<file path="src/rtl/multicycle_control.sv">
// Main control FSM for the multicycle RV32I-subset core (lh, sh, bne, add, or, sll, andi).
// Moore decode of the state register, except the FETCH and MEM_WRITE terms gated by mem_ready.
module multicycle_control #(
  parameter bit TRAP_ON_ILLEGAL = 1'b1
) (
  input  logic       clk,
  input  logic       rst_n,
  input  logic [6:0] opcode,
  input  logic [2:0] funct3,
  input  logic [6:0] funct7,
  input  logic       mem_ready,
  output logic [1:0] ALUop,
  output logic       alu_src_a,
  output logic [1:0] alu_src_b,
  output logic       pc_write,
  output logic       pc_write_cond,
  output logic       pc_source,
  output logic       ir_write,
  output logic       iord,
  output logic       mem_read,
  output logic       mem_write,
  output logic       reg_write,
  output logic       mem_to_reg,
  output logic       retire,
  output logic       illegal,
  output logic [3:0] state_dbg
);

  typedef enum logic [3:0] {
    FETCH     = 4'd0,
    DECODE    = 4'd1,
    MEM_ADDR  = 4'd2,
    MEM_READ  = 4'd3,
    MEM_WB    = 4'd4,
    MEM_WRITE = 4'd5,
    EXEC_R    = 4'd6,
    R_WB      = 4'd7,
    EXEC_I    = 4'd8,
    I_WB      = 4'd9,
    BRANCH    = 4'd10,
    ILLEGAL   = 4'd11
  } state_e;

  localparam logic [6:0] OP_LOAD   = 7'b0000011;
  localparam logic [6:0] OP_STORE  = 7'b0100011;
  localparam logic [6:0] OP_RTYPE  = 7'b0110011;
  localparam logic [6:0] OP_IMM    = 7'b0010011;
  localparam logic [6:0] OP_BRANCH = 7'b1100011;

  state_e state_q, state_d;
  state_e dispatch;

  always_ff @(posedge clk or negedge rst_n) begin
    if (!rst_n) state_q <= FETCH;
    else        state_q <= state_d;
  end

  always_comb begin
    dispatch = ILLEGAL;
    if ((opcode == OP_LOAD || opcode == OP_STORE) && funct3 == 3'b001)
      dispatch = MEM_ADDR;
    else if (opcode == OP_RTYPE && funct7 == 7'b0000000 &&
             (funct3 == 3'b000 || funct3 == 3'b001 || funct3 == 3'b110))
      dispatch = EXEC_R;
    else if (opcode == OP_IMM && funct3 == 3'b111)
      dispatch = EXEC_I;
    else if (opcode == OP_BRANCH && funct3 == 3'b001)
      dispatch = BRANCH;
  end

  always_comb begin
    state_d       = FETCH;
    ALUop         = 2'b00;
    alu_src_a     = 1'b0;
    alu_src_b     = 2'b00;
    pc_write      = 1'b0;
    pc_write_cond = 1'b0;
    pc_source     = 1'b0;
    ir_write      = 1'b0;
    iord          = 1'b0;
    mem_read      = 1'b0;
    mem_write     = 1'b0;
    reg_write     = 1'b0;
    mem_to_reg    = 1'b0;
    retire        = 1'b0;
    illegal       = 1'b0;
    case (state_q)
      FETCH: begin
        mem_read  = 1'b1;
        alu_src_b = 2'b01;
        ir_write  = mem_ready;
        pc_write  = mem_ready;
        state_d   = mem_ready ? DECODE : FETCH;
      end
      // PC + imm is computed here so BRANCH finds its target already in ALUOut.
      DECODE: begin
        alu_src_b = 2'b10;
        state_d   = dispatch;
      end
      MEM_ADDR: begin
        alu_src_a = 1'b1;
        alu_src_b = 2'b10;
        state_d   = (opcode == OP_LOAD) ? MEM_READ : MEM_WRITE;
      end
      MEM_READ: begin
        mem_read = 1'b1;
        iord     = 1'b1;
        state_d  = mem_ready ? MEM_WB : MEM_READ;
      end
      MEM_WB: begin
        reg_write  = 1'b1;
        mem_to_reg = 1'b1;
        retire     = 1'b1;
      end
      MEM_WRITE: begin
        mem_write = 1'b1;
        iord      = 1'b1;
        retire    = mem_ready;
        state_d   = mem_ready ? FETCH : MEM_WRITE;
      end
      EXEC_R: begin
        alu_src_a = 1'b1;
        ALUop     = 2'b10;
        state_d   = R_WB;
      end
      R_WB, I_WB: begin
        reg_write = 1'b1;
        retire    = 1'b1;
      end
      EXEC_I: begin
        alu_src_a = 1'b1;
        alu_src_b = 2'b10;
        ALUop     = 2'b11;
        state_d   = I_WB;
      end
      BRANCH: begin
        alu_src_a     = 1'b1;
        ALUop         = 2'b01;
        pc_write_cond = 1'b1;
        pc_source     = 1'b1;
        retire        = 1'b1;
      end
      ILLEGAL: begin
        illegal = 1'b1;
        state_d = TRAP_ON_ILLEGAL ? ILLEGAL : FETCH;
      end
      default: state_d = FETCH;
    endcase
  end

  assign state_dbg = state_q;

endmodule

</file>
<file path="config.mk">
export PLATFORM = sky130hd
export DESIGN_NAME = multicycle_control
export DESIGN_NICKNAME = d
export VERILOG_FILES = /design/src/rtl/multicycle_control.sv
export SDC_FILE = /design/constraint.sdc
export NUM_CORES = 1
export LEC_CHECK = 0
export ABC_AREA = 1
export ABC_CLOCK_PERIOD_IN_PS = 3100
export CAP_MARGIN = 20
export CORE_MARGIN = 5
export CORE_UTILIZATION = 36
export CTS_CLUSTER_DIAMETER = 80
export DETAILED_ROUTE_END_ITERATION = 10
export PLACE_DENSITY = 0.82
export SLEW_MARGIN = 20
export SYNTH_ARGS = -nofsm -noshare
export SYNTH_HDL_FRONTEND = slang
export SYNTH_SLANG_ARGS = --single-unit
export TNS_END_PERCENT = 30
</file>
<file path="constraint.sdc">
create_clock -name clk -period 3.1 [get_ports clk]
set_clock_uncertainty 0.1 [all_clocks]
set_input_delay 0.62 -clock clk [delete_from_list [all_inputs] [get_ports clk]]
set_output_delay 0.62 -clock clk [all_outputs]
set_load 0.02 [all_outputs]
</file>
* Yosys cells after proc, flatten, opt, wreduce, memory -nomap -nowiden *
Index checks and enable logic that the tools add are counted.

storage, ports and cells
  input bits = 20
  bits in registers = 4

cells by class
  reductions and logical operators = 17
  muxes and demuxes = 21
  eq/ne operators = 19

operators with widths
  kind                count
  $pmux 4 s8          1
  $eq 4x3->1 const B  4
  $eq 4x4->1 const B  4
  $eq 7x6->1 const B  2
  $mux 1              11
  $mux 3              3
  $eq 4x2->1 const B  2
  $mux 4              2
  $reduce_or 4->1     2
  $eq 7x2->1 const B  1
  $eq 7x5->1 const B  1
  $eq 7x7->1 const B  1
  $logic_not 7->1     1
  $eq 3x3->1 const B  2
  $pmux 2 s3          1
  $reduce_or 3->1     2
  $logic_and 1x1->1   5
  $eq 4x1->1 const B  1
  $logic_not 4->1     1
  $pmux 2 s2          1
  $reduce_or 2->1     2
  $eq 3x1->1 const B  1
  $logic_not 3->1     1
  $logic_or 1x1->1    3
  other kinds (2)     2

* Longest topological paths before layout *
  word-level depth = 7
  gate-level depth with buffers = 7
  depth with buffers taken out = 7

* Worst setup path before layout *
No wires, ideal clock.

  kind = register to output
  start point = reg state_q[3], in the netlist state_dbg[3]
  end point = out pc_write
  arrival time = 1.402 ns
  slack = 0.978 ns
  stages on the path, launching flop included = 7
  cell sequence = dfrtp_1 > nor2_1 > inv_2 > nor2_2 > nand2_1 > inv_1 > buf_4

on the way
  longest elaborated chain between the ends = 2

ends and longest elaborated chain
  what                    line  RTL
  start, declared         50    state_e state_q, state_d;
  start signal, assigned  55    else state_q <= state_d;
  $logic_not 4->1         -
  $mux 1                  -
  end, declared           15    output logic pc_write,

No other way between the ends.

* Final worst setup path *
  start point = in mem_ready
  end point = out ir_write

on the way
  longest elaborated chain between the ends = 1

ends and longest elaborated chain
  what             line  RTL
  start, declared  11    input logic mem_ready,
  $mux 1           87    case (state_q)
  end, declared    18    output logic ir_write,

No other way between the ends.

==> results.md <==
- Worst-path fanout max: 4
- Crit end category: primary output
- Worst hold-check path type: primary input to async pin
- Worst r2r src: state_dbg[3]$_DFF_PN0_
- PwrDens: between 800 and 900 nW/um^2
- Tmin final: about 2.6 ns
- Antenna Nets Post-Route: 0
- Max Fclk: ~0.38 GHz
- CTS Hold Bufs: 0
- CTS tree: yes
- Routability cong.: 0.880
- Clk_lat worst skew: 0.24 ns
- Post-synth cell types: 18
- Pins Over Slew Limit: 0
- Gr usage total: 0.137
- Clock transition at the registers of the reported paths: ~0.040 ns
- Clock power share: 0.079
- Cell Int Power: between 0.0004 and 0.0005 W
- Gate power share: 0.792
- IO Pins: 40
- Cell mode on critical path: clkdlybuf4s50_1
- Clk root buf: clkbuf_4
- Postcts setup bufs: 0
- Yosys Warn Count: 0
- Initial DRC count: 7
- Total number of vias: 761
- Net switching power: roughly 0.00041 W
- FF-to-FF path depth: 6
- Antenna violations before repair: 0
- Placed cells: 155
- PostCTS Resize Cnt: 0
- Crit start category: primary input
- Setup TNS: 0 ns
- #FFs+latches synth: 4
- GR Overflow Total: 0
- 1st-pass router iterations: 4
- Htree depth: 1
- # setup viols final: 0
- Bufs and invs on worst path: 3
- Reg area: around 100 sq um
- Top-area cell type share of the netlist area: 0.184
- Area delta synth->final: 77.0%
- Setup CP Type: primary input to primary output
- Fin crit share: 0.853
- Area contributors post-synth: dfrtp_1 (18%), nor2_1 (18%), nand2_1 (17%)
- DRC Markers: 0
- Register-to-register setup slack: roughly 1.8 ns
- Initial Util: 0.369
- Pwr Total: 0.000823 W
- Status: complete, no violations
- Reg2Reg Capture Point: state_dbg[1]$_DFF_PN0_
- Crit-path slowest cell: clkdlybuf4s50_1
- Clock tree buffer depth: 2
- CP arrival: approximately 1.9 ns
- Sw frac: 0.504
- Slowest Stage Delay on Critical Path: around 0.60 ns
- Fin. Hold Viols: 0
- Die area: about 2400 sq um
- Leakage: around 0.46 nW
- Slew Limit Headroom: 0.836
- First-pass GRT wire length: roughly 2.7 mm
- # port buffers: 39
- Part of the power in registers: 0.129
- Number of flip-flops in the largest register: 4
- Pin count of the biggest net entering global routing: 8
- Cts bufs inserted: 3
- Worst ir drop on vdd: between 0.3 and 0.4 mV
- CP required: between 2 and 2.5 ns
- Synth Net Count: about 120
- Die width: 48.8 um
- Synth Instances: ~100
- Total wire length: between 1.5 and 2 mm
- Post-Layout Cell Count: approximately 160
- Delay-heaviest family, CP: buffers and inverters
- Final core utilization: 0.653
- Max_cap viols: 0
- Fill count: 146
- DR WL/cell: ~10 um
- Worst-path cell chain: clkdlybuf4s50_1 -> nand2_1 -> inv_1 -> clkdlybuf4s50_1
- Multi-input logic area: approximately 360 sq um
- Fraction of layout cells with a size suffix above 1: 0.106
- Die Height: 48.8 um
- Via density per instance: between 4 and 5
- # rows: 14
- DP HPWL: around 1.4 mm
- Average cell area after synthesis: between 5 and 6 sq um
- Synth Cell Area: between 500 and 600 sq um
- Post-synth top area cell: dfrtp_1
- Vias in the first global route: 716
- Seq/Total Area, Yosys: 0.184
- Sink Count: 4
- RSZ-0062 raised after global routing: false
- Core Area: about 1500 sq um
- Nets: approximately 160
- Least-Margin Pin Slew: 0.247 ns
- # diodes: 0
==> per-layer routing <==
layer,global-route usage,routed length [um],vias to the layer above
met3,0.0245,216,3
li1,-,-,392
met2,0.263,796,42
met4,0.0897,22,0
met5,0,0,-
met1,0.127,544,324
==> logic make-up (layout without fill, tap and decap cells) <==
kind of cell           count (synthesis)  in the layout  synth area share
buffers and inverters                 21             61             0.159
DFF                                    4              4             0.184
and+or+nand+nor                       71             71             0.565
AOI/OAI and AO/OA                      6              6            0.0922
==> power by group through the flow <==
stage	Clock (W)	Combinational, W	Sequential [W]
after floorplan	0	0.000352	0.000130
after global placement	0	0.000646	0.000104
after CTS	0.0000670	0.000656	0.000105
final	0.0000651	0.000652	0.000106
after global routing	0.0000724	0.000700	0.000109
after detailed placement	0	0.000654	0.000106
==> synthesized netlist by cell type (all sizes together) <==
library cell,count
a21oi,3
and2,1
buf,2
dfrtp,4
inv,19
nand2,26
nand3,11
nand3b,1
nand4,1
nor2,30
o211ai,1
o22ai,2
or2,1
==> how the worst max path moves through the flow <==
| stage | startpoint | to | slack, ns | depth (start not counted) |
|---|---|---|---|---|
| 2_1_floorplan | state_dbg[3]$_DFF_PN0_ | pc_write | 0.98 | 6 |
| 3_3_place_gp | mem_ready | ir_write | 0.49 | 4 |
| 3_5_place_dp | mem_ready | ir_write | 0.46 | 4 |
| 4_1_cts | mem_ready | ir_write | 0.46 | 4 |
| 5_1_grt | mem_ready | ir_write | 0.35 | 4 |
| 6_report | mem_ready | ir_write | 0.46 | 4 |
==> cell type report <==
| type | instances | area share |
|---|---|---|
| sequential | 4 | 0.104 |
| multi-input combinational | 77 | 0.371 |
| timing repair buffer | 39 | 0.406 |
| tap | 16 | 0.0208 |
| clock buffer | 3 | 0.0234 |
| inverter | 19 | 0.0742 |
==> cells in the final DEF, fill, tap and decap left out <==
cell type / n
nand3_1: 11
inv_1: 16
or2_1: 1
o22ai_2: 1
a21oi_2: 1
nand3b_1: 1
and2_1: 1
o211ai_2: 1
o22ai_1: 1
clkdlybuf4s50_1: 39
nand2_1: 24
nor2_2: 4
a21oi_1: 2
nand2_2: 2
nor2_1: 26
clkbuf_4: 3
nand4_1: 1
inv_2: 3
dfrtp_1: 4
==> metrics by stage <==
step,setup WS (ns),area (sq um),hold slack (ns)
floorplan,0.978,543,0.224
global placement,0.491,938,0.637
detailed placement,0.465,938,0.634
CTS,0.458,961,0.480
global route,0.352,961,0.487
finish,0.455,961,0.479
(Power assumes the default switching activity.)
